--- config.mk ---
export PLATFORM = sky130hd
export DESIGN_NAME = ip_stream_format_pipe_out_flat
export DESIGN_NICKNAME = d
export VERILOG_FILES = /design/src/rtl/ip_stream_format_pipe_out_if.sv /design/src/rtl/ip_stream_format_pipe_out.sv /design/src/flat_wrapper.sv
export SDC_FILE = /design/constraint.sdc
export NUM_CORES = 1
export LEC_CHECK = 0
export CORE_AREA = 2 2 139 141
export DETAILED_ROUTE_END_ITERATION = 8
export DIE_AREA = 0 0 141 143
export PLACE_DENSITY = 0.55
export SYNTH_ARGS = -nofsm -noshare
export SYNTH_HDL_FRONTEND = slang
export SYNTH_SLANG_ARGS = --single-unit
--- constraint.sdc ---
create_clock -name clk -period 1.6 [get_ports clk]
set_input_delay 0.16 -clock clk [delete_from_list [all_inputs] [get_ports clk]]
set_output_delay 0.16 -clock clk [all_outputs]
set_load 0.1 [all_outputs]
--- src/rtl/ip_stream_format_pipe_out_if.sv ---
// Shared types and the bundled port interface for ip_stream_format_pipe_out.
//
// ip_stream_format_pipe_out_pkg
//   ip_pkt_hdr           : 20-byte IPv4 header, version in the most significant nibble
//   tracker_stats_struct : per-packet timestamp carried alongside the data
//   fmt_state_e          : formatter FSM encoding (exposed on the debug port)
//
// ip_stream_format_pipe_out_if
//   Ingress FIFO (first-word-fall-through): data_fifo_out_empty, data_fifo_out_rd_data, out_data_fifo_rd_req
//   Checksum results                      : chksum_resp_val, chksum_resp_result, chksum_resp_rdy
//   Header channel (egress)               : ip_format_dst_rx_hdr_val/_ip_hdr/_timestamp, dst_ip_format_rx_hdr_rdy
//   Data channel (egress)                 : ip_format_dst_rx_data_val/_data/_last/_padbytes, dst_ip_format_rx_data_rdy
//   modport slave  : the formatter block
//   modport master : the environment around it (FIFO, checksum unit, destination)
//
// Handshakes: a transfer happens on a rising clock edge where val and rdy are both 1.
// The FIFO pop (rd_req) and the checksum consume (chksum_resp_rdy) act as the rdy side
// of their channels, with ~empty and chksum_resp_val as the matching valids.

package ip_stream_format_pipe_out_pkg;

  localparam int IP_HDR_W = 160;

  typedef struct packed {
    logic [3:0]  version;
    logic [3:0]  ihl;
    logic [7:0]  tos;
    logic [15:0] total_len;
    logic [15:0] id;
    logic [2:0]  flags;
    logic [12:0] frag_off;
    logic [7:0]  ttl;
    logic [7:0]  protocol;
    logic [15:0] hdr_chksum;
    logic [31:0] src_addr;
    logic [31:0] dst_addr;
  } ip_pkt_hdr;

  typedef struct packed {
    logic [63:0] timestamp;
  } tracker_stats_struct;

  typedef enum logic [1:0] {
    IDLE     = 2'd0,
    HDR_OUT  = 2'd1,
    DATA_OUT = 2'd2,
    DROP     = 2'd3
  } fmt_state_e;

endpackage

interface ip_stream_format_pipe_out_if
  import ip_stream_format_pipe_out_pkg::*;
#(
  parameter int DATA_WIDTH     = -1,
  parameter int PADBYTES_WIDTH = $clog2(DATA_WIDTH/8)
);

  typedef struct packed {
    logic [DATA_WIDTH-1:0]     data;
    logic [PADBYTES_WIDTH-1:0] padbytes;
    logic                      last;
    tracker_stats_struct       timestamp;
  } fifo_struct;

  // Ingress FIFO
  logic                      data_fifo_out_empty;
  fifo_struct                data_fifo_out_rd_data;
  logic                      out_data_fifo_rd_req;

  // Checksum results
  logic                      chksum_resp_val;
  logic [15:0]               chksum_resp_result;
  logic                      chksum_resp_rdy;

  // Header channel
  logic                      ip_format_dst_rx_hdr_val;
  ip_pkt_hdr                 ip_format_dst_rx_ip_hdr;
  tracker_stats_struct       ip_format_dst_rx_timestamp;
  logic                      dst_ip_format_rx_hdr_rdy;

  // Data channel
  logic                      ip_format_dst_rx_data_val;
  logic [DATA_WIDTH-1:0]     ip_format_dst_rx_data;
  logic                      ip_format_dst_rx_last;
  logic [PADBYTES_WIDTH-1:0] ip_format_dst_rx_padbytes;
  logic                      dst_ip_format_rx_data_rdy;

  modport slave (
    input  data_fifo_out_empty, data_fifo_out_rd_data,
    input  chksum_resp_val, chksum_resp_result,
    input  dst_ip_format_rx_hdr_rdy, dst_ip_format_rx_data_rdy,
    output out_data_fifo_rd_req, chksum_resp_rdy,
    output ip_format_dst_rx_hdr_val, ip_format_dst_rx_ip_hdr, ip_format_dst_rx_timestamp,
    output ip_format_dst_rx_data_val, ip_format_dst_rx_data, ip_format_dst_rx_last,
    output ip_format_dst_rx_padbytes
  );

  modport master (
    output data_fifo_out_empty, data_fifo_out_rd_data,
    output chksum_resp_val, chksum_resp_result,
    output dst_ip_format_rx_hdr_rdy, dst_ip_format_rx_data_rdy,
    input  out_data_fifo_rd_req, chksum_resp_rdy,
    input  ip_format_dst_rx_hdr_val, ip_format_dst_rx_ip_hdr, ip_format_dst_rx_timestamp,
    input  ip_format_dst_rx_data_val, ip_format_dst_rx_data, ip_format_dst_rx_last,
    input  ip_format_dst_rx_padbytes
  );

endinterface

--- src/rtl/ip_stream_format_pipe_out.sv ---
// IP stream formatter, egress side.
//
// Pairs each packet in the ingress FIFO with its header checksum result. Packets whose
// checksum folds to zero and whose header is a plausible IPv4 header (version 4, IHL >= 5)
// are emitted as one header beat followed by every FIFO line of the packet; any other
// packet is popped from the FIFO silently and counted as dropped.
//
// Ports
//   clk                : sole clock, rising edge
//   rst                : asynchronous reset, active low
//   bus                : ip_stream_format_pipe_out_if.slave (FIFO, checksum, header, data channels)
//   ip_format_drop_cnt : dropped-packet count, saturating at 32'hFFFF_FFFF
//   dbg_state          : current FSM state

module ip_stream_format_pipe_out
  import ip_stream_format_pipe_out_pkg::*;
#(
  parameter int DATA_WIDTH     = -1,
  parameter int PADBYTES_WIDTH = $clog2(DATA_WIDTH/8)
) (
  input  logic                         clk,
  input  logic                         rst,
  ip_stream_format_pipe_out_if.slave   bus,
  output logic [31:0]                  ip_format_drop_cnt,
  output fmt_state_e                   dbg_state
);

  fmt_state_e          state_q, state_d;
  ip_pkt_hdr           hdr_q, hdr_d;
  tracker_stats_struct ts_q, ts_d;
  logic [31:0]         drop_cnt_q, drop_cnt_d;

  ip_pkt_hdr                 head_hdr;
  logic [PADBYTES_WIDTH-1:0] head_pad;
  logic                      head_valid;
  logic                      head_last;
  logic                      eval;
  logic                      pass;

  logic hdr_val;
  logic data_val;
  logic rd_req;
  logic cr_rdy;

  // The IPv4 header sits in the most significant bytes of the first line of a packet.
  assign head_hdr   = bus.data_fifo_out_rd_data.data[DATA_WIDTH-1 -: IP_HDR_W];
  assign head_pad   = bus.data_fifo_out_rd_data.padbytes;
  assign head_last  = bus.data_fifo_out_rd_data.last;
  assign head_valid = ~bus.data_fifo_out_empty;

  // A decision is taken only once both the first line and its checksum result are present.
  assign eval = head_valid & bus.chksum_resp_val;
  assign pass = (bus.chksum_resp_result == 16'h0000) &
                (head_hdr.version == 4'd4) &
                (head_hdr.ihl >= 4'd5);

  always_comb begin
    state_d    = state_q;
    hdr_d      = hdr_q;
    ts_d       = ts_q;
    drop_cnt_d = drop_cnt_q;
    hdr_val    = 1'b0;
    data_val   = 1'b0;
    rd_req     = 1'b0;
    cr_rdy     = 1'b0;

    case (state_q)
      IDLE: begin
        if (eval) begin
          cr_rdy = 1'b1;
          if (pass) begin
            // The first line stays in the FIFO; it is sent again as data beat 0.
            hdr_d   = head_hdr;
            ts_d    = bus.data_fifo_out_rd_data.timestamp;
            state_d = HDR_OUT;
          end else begin
            if (drop_cnt_q != 32'hFFFF_FFFF) begin
              drop_cnt_d = drop_cnt_q + 32'd1;
            end
            state_d = DROP;
          end
        end
      end

      HDR_OUT: begin
        hdr_val = 1'b1;
        if (bus.dst_ip_format_rx_hdr_rdy) begin
          state_d = DATA_OUT;
        end
      end

      DATA_OUT: begin
        data_val = head_valid;
        rd_req   = data_val & bus.dst_ip_format_rx_data_rdy;
        if (rd_req & head_last) begin
          state_d = IDLE;
        end
      end

      DROP: begin
        rd_req = head_valid;
        if (rd_req & head_last) begin
          state_d = IDLE;
        end
      end

      default: begin
        state_d = IDLE;
      end
    endcase
  end

  always_ff @(posedge clk or negedge rst) begin
    if (!rst) begin
      state_q    <= IDLE;
      hdr_q      <= '0;
      ts_q       <= '0;
      drop_cnt_q <= '0;
    end else begin
      state_q    <= state_d;
      hdr_q      <= hdr_d;
      ts_q       <= ts_d;
      drop_cnt_q <= drop_cnt_d;
    end
  end

  // Strobes are gated with rst so they drop the instant reset asserts, even while the
  // FIFO and checksum inputs still look ready to the IDLE evaluation.
  assign bus.out_data_fifo_rd_req      = rd_req & rst;
  assign bus.chksum_resp_rdy           = cr_rdy & rst;
  assign bus.ip_format_dst_rx_hdr_val  = hdr_val & rst;
  assign bus.ip_format_dst_rx_data_val = data_val & rst;

  assign bus.ip_format_dst_rx_ip_hdr    = hdr_q;
  assign bus.ip_format_dst_rx_timestamp = ts_q;

  // Data beats are the FIFO head as-is, including the header bytes of the first line.
  assign bus.ip_format_dst_rx_data     = bus.data_fifo_out_rd_data.data;
  assign bus.ip_format_dst_rx_last     = head_last;
  assign bus.ip_format_dst_rx_padbytes = head_pad;

  assign ip_format_drop_cnt = drop_cnt_q;
  assign dbg_state          = state_q;

endmodule

--- src/flat_wrapper.sv ---
// flat-port wrapper written by rule: the top's interface ports become plain ports
module ip_stream_format_pipe_out_flat import ip_stream_format_pipe_out_pkg::*;
#(
  parameter int DATA_WIDTH     = -1,
  parameter int PADBYTES_WIDTH = $clog2(DATA_WIDTH/8)
)
  (clk, rst, ip_format_drop_cnt, dbg_state, bus_data_fifo_out_empty, bus_data_fifo_out_rd_data, bus_chksum_resp_val, bus_chksum_resp_result, bus_dst_ip_format_rx_hdr_rdy, bus_dst_ip_format_rx_data_rdy, bus_out_data_fifo_rd_req, bus_chksum_resp_rdy, bus_ip_format_dst_rx_hdr_val, bus_ip_format_dst_rx_ip_hdr, bus_ip_format_dst_rx_timestamp, bus_ip_format_dst_rx_data_val, bus_ip_format_dst_rx_data, bus_ip_format_dst_rx_last, bus_ip_format_dst_rx_padbytes);
  ip_stream_format_pipe_out_if #(.DATA_WIDTH(DATA_WIDTH), .PADBYTES_WIDTH(PADBYTES_WIDTH)) bus_i ();
  input  logic clk;
  input  logic rst;
  output logic [31:0] ip_format_drop_cnt;
  output fmt_state_e dbg_state;
  input wire logic [$bits(bus_i.data_fifo_out_empty)-1:0] bus_data_fifo_out_empty;
  input wire logic [$bits(bus_i.data_fifo_out_rd_data)-1:0] bus_data_fifo_out_rd_data;
  input wire logic [$bits(bus_i.chksum_resp_val)-1:0] bus_chksum_resp_val;
  input wire logic [$bits(bus_i.chksum_resp_result)-1:0] bus_chksum_resp_result;
  input wire logic [$bits(bus_i.dst_ip_format_rx_hdr_rdy)-1:0] bus_dst_ip_format_rx_hdr_rdy;
  input wire logic [$bits(bus_i.dst_ip_format_rx_data_rdy)-1:0] bus_dst_ip_format_rx_data_rdy;
  output wire logic [$bits(bus_i.out_data_fifo_rd_req)-1:0] bus_out_data_fifo_rd_req;
  output wire logic [$bits(bus_i.chksum_resp_rdy)-1:0] bus_chksum_resp_rdy;
  output wire logic [$bits(bus_i.ip_format_dst_rx_hdr_val)-1:0] bus_ip_format_dst_rx_hdr_val;
  output wire logic [$bits(bus_i.ip_format_dst_rx_ip_hdr)-1:0] bus_ip_format_dst_rx_ip_hdr;
  output wire logic [$bits(bus_i.ip_format_dst_rx_timestamp)-1:0] bus_ip_format_dst_rx_timestamp;
  output wire logic [$bits(bus_i.ip_format_dst_rx_data_val)-1:0] bus_ip_format_dst_rx_data_val;
  output wire logic [$bits(bus_i.ip_format_dst_rx_data)-1:0] bus_ip_format_dst_rx_data;
  output wire logic [$bits(bus_i.ip_format_dst_rx_last)-1:0] bus_ip_format_dst_rx_last;
  output wire logic [$bits(bus_i.ip_format_dst_rx_padbytes)-1:0] bus_ip_format_dst_rx_padbytes;
  assign bus_i.data_fifo_out_empty = bus_data_fifo_out_empty;
  assign bus_i.data_fifo_out_rd_data = bus_data_fifo_out_rd_data;
  assign bus_i.chksum_resp_val = bus_chksum_resp_val;
  assign bus_i.chksum_resp_result = bus_chksum_resp_result;
  assign bus_i.dst_ip_format_rx_hdr_rdy = bus_dst_ip_format_rx_hdr_rdy;
  assign bus_i.dst_ip_format_rx_data_rdy = bus_dst_ip_format_rx_data_rdy;
  assign bus_out_data_fifo_rd_req = bus_i.out_data_fifo_rd_req;
  assign bus_chksum_resp_rdy = bus_i.chksum_resp_rdy;
  assign bus_ip_format_dst_rx_hdr_val = bus_i.ip_format_dst_rx_hdr_val;
  assign bus_ip_format_dst_rx_ip_hdr = bus_i.ip_format_dst_rx_ip_hdr;
  assign bus_ip_format_dst_rx_timestamp = bus_i.ip_format_dst_rx_timestamp;
  assign bus_ip_format_dst_rx_data_val = bus_i.ip_format_dst_rx_data_val;
  assign bus_ip_format_dst_rx_data = bus_i.ip_format_dst_rx_data;
  assign bus_ip_format_dst_rx_last = bus_i.ip_format_dst_rx_last;
  assign bus_ip_format_dst_rx_padbytes = bus_i.ip_format_dst_rx_padbytes;
  ip_stream_format_pipe_out #(.DATA_WIDTH(DATA_WIDTH), .PADBYTES_WIDTH(PADBYTES_WIDTH)) u_core (.clk(clk), .rst(rst), .bus(bus_i), .ip_format_drop_cnt(ip_format_drop_cnt), .dbg_state(dbg_state));
endmodule
==> metrics <==
status finished, violations left; violated checks negative hold slack, negative setup slack; Worst Path Required 1.76 ns; GRT overflow 0; DRC viols 0; Syn Inst Count 390; Worst-Skew Late Latency roughly 0.27 ns; final setup vio count 32; Leak between 2 and 2.5 nW; top layer in use met4; Worst R2R Path Depth 6; Synth cell types 30; critical path class flop to flop; Reg-to-Reg Start u_core.ip_format_drop_cnt[5]$_DFFE_PN0P_; drt wl/cell 10.5 um; GPL Wtd Cong about 0.78; DRT iter0 DRCs 93; TritonCTS clock tree built; dpl cells 717; mapped cell area ~0.0035 mm^2; Internal ~2.4 mW; Clock Power Share 0.171; share of cells above drive strength 1 0.362; Die Y 143 um; Fmax 0.569 GHz; Initial Util 0.188; drt via density 3.08; width of the die between 100 and 150 um; clk sink count 34; Buffers on Ports 45; origin of the worst setup path u_core.ip_format_drop_cnt[5]$_DFFE_PN0P_; Crit. End Element flop; met3 WL 803 um; Num CTS Buffers 5; number of max-cap violations 0; combinational share of power 0.656; final period utilization 1.10; WL met2 3690 um; Fin. Hold Viols 14; Max FO, Critical Path 6; commonest non-fill, non-tap cells in the layout 224 x conb_1, 60 x buf_4, 40 x buf_12; switching pwr 3.82 mW; first-pass GRT wire length between 10000 and 15000 um; DR pass1 iterations 4; ant diodes 0; skew final 0.00337 ns; largest net degree at the start of global routing 35; flops & latches, synth 34; number of global-route vias before repair 1788; H-tree levels 2; CTS root buffer clkbuf_16; Pwr Density approximately 1300 mW/mm^2; # rows 50; Total GRT Usage 0.0671; Final Non-Filler Cells 734; die footprint ~0.02 mm^2; final wirelength 7710 um; Switching Share 0.619; Synth Area per Inst 8.97 um^2; total number of vias 2263; dpl hpwl approximately 6200 um; crit path time final 1.76 ns; Synth Warn # 0; Crit path arrival time between 1.5 and 2 ns; Final Max Tran Viols 0; # nets final 592; ANT nets after route 0; Clock Path Buffers 2; CTS clk-pin slew, worst paths 0.05 ns; worst hold path class input pin to async pin; Top-Level Pins 360; final hold slack -0.00854 ns; leading cell type in the layout, fill and taps excluded conb_1; area delta synth->final 36.0%; Startpoint Class flop; Seq/Total Area, Yosys 0.243; Core Box Area 0.0186 mm^2; initial antenna violation count 0; RSZ-0062 raised after global routing yes; Final Worst Setup Slack -0.158 ns; sequential share of power 0.172; wl on met1 3090 um; VDD IR max 0.411 mV
[logic make-up after synthesis]
| family | count (synthesis) | synth area share |
|---|---|---|
| multiplexers | 1 | 0.00322 |
| AND/OR/NAND/NOR | 77 | 0.150 |
| buffers and inverters | 237 | 0.502 |
| adder cells (fa/ha/maj) | 1 | 0.00358 |
| XOR/XNOR | 31 | 0.0776 |
| AO/OA/AOI/OAI | 8 | 0.0190 |
| flip-flops | 34 | 0.243 |
| other | 1 | 0.00107 |
[synthesized netlist by cell type (all sizes together)]
cell type | count | area [um^2]
buf | 232 | 1740
dfrtp | 34 | 851
xnor2 | 27 | 236
nand4 | 26 | 175
nand2 | 8 | 30.0
nand3 | 8 | 40.0
nor2 | 7 | 26.3
and2 | 6 | 37.5
and3 | 6 | 37.5
inv | 4 | 15.0
nor4 | 4 | 70.1
xor2 | 4 | 35.0
a21oi | 3 | 15.0
and4 | 3 | 26.3
nand4b | 3 | 26.3
nor3 | 3 | 15.0
a31oi | 2 | 12.5
a21boi | 1 | 18.8
a311oi | 1 | 15.0
clkbuf | 1 | 3.75
conb | 1 | 3.75
ha | 1 | 12.5
mux2 | 1 | 11.3
nand2b | 1 | 6.26
nor4b | 1 | 23.8
o21ai | 1 | 5.00
or3 | 1 | 11.3
[critical path: stages (launching register included)]
cell	delay, ns
dfrtp_4	0.42
nand4_4	0.11
buf_4	0.17
nor4_4	0.36
a21boi_4	0.14
buf_12	0.16
mux2_4	0.28
[state kept, by name, indices dropped and copies added (netlist names)]
register / count
u_core.ip_format_drop_cnt: 32
u_core.dbg_state: 2
[path summary, 6_finish.rpt]
kind / end / slack, ns
hold / removal: u_core.dbg_state[0]$_DFFE_PN0P_ / -0.009
min in group clk: bus_ip_format_dst_rx_padbytes[1] / 0.32
setup reg to reg: u_core.ip_format_drop_cnt[1]$_DFFE_PN0P_ / -0.16
hold reg to reg: u_core.ip_format_drop_cnt[2]$_DFFE_PN0P_ / 0.62
setup / recovery: u_core.ip_format_drop_cnt[1]$_DFFE_PN0P_ / -0.16
max in group asynchronous: u_core.ip_format_drop_cnt[17]$_DFFE_PN0P_ / 1.25
[routing by layer]
layer,up-vias,track usage
li1,1044,-
met1,1067,0.0857
met2,146,0.105
met3,6,0.0215
met4,0,0.0268
met5,-,0
[cell type report]
cell class / instances / area [um^2]
inverter: 4 / 15.0
fill: 1978 / 13800
clock buffer: 8 / 166
sequential: 34 / 976
timing repair buffer: 112 / 1370
tap: 234 / 293
multi-input combinational: 342 / 1930
[per-stage QoR]
step | utilization | TNS (ns) | area, um^2 | setup WS [ns] | total power, mW
6_report | 0.256 | -2.79 | 4750 | -0.158 | 6.18
5_1_grt | 0.256 | -6.14 | 4750 | -0.292 | 6.34
4_1_cts | 0.253 | -3.60 | 4700 | -0.192 | 6.19
3_5_place_dp | 0.237 | -8.63 | 4400 | -0.396 | 5.06
3_3_place_gp | 0.237 | -8.23 | 4400 | -0.363 | 5.03
2_1_floorplan | - | -8.34 | 4580 | -0.345 | 4.79
[power by group through the flow]
stage | combinational, mW | clock (mW) | sequential [mW]
3_3_place_gp | 3.96 | 0 | 1.08
4_1_cts | 4.05 | 1.07 | 1.07
2_1_floorplan | 3.14 | 0 | 1.65
6_report | 4.06 | 1.06 | 1.07
3_5_place_dp | 3.98 | 0 | 1.08
5_1_grt | 4.16 | 1.11 | 1.08
[timing repair]
item,CTS,global route
hold buffers,0,0
pin swaps,31,24
setup endpoints to repair,33,35
resized for setup,14,11
buffers inserted,6,3
cloned,1,0
Note: power is estimated with default switching activity, not from simulation.
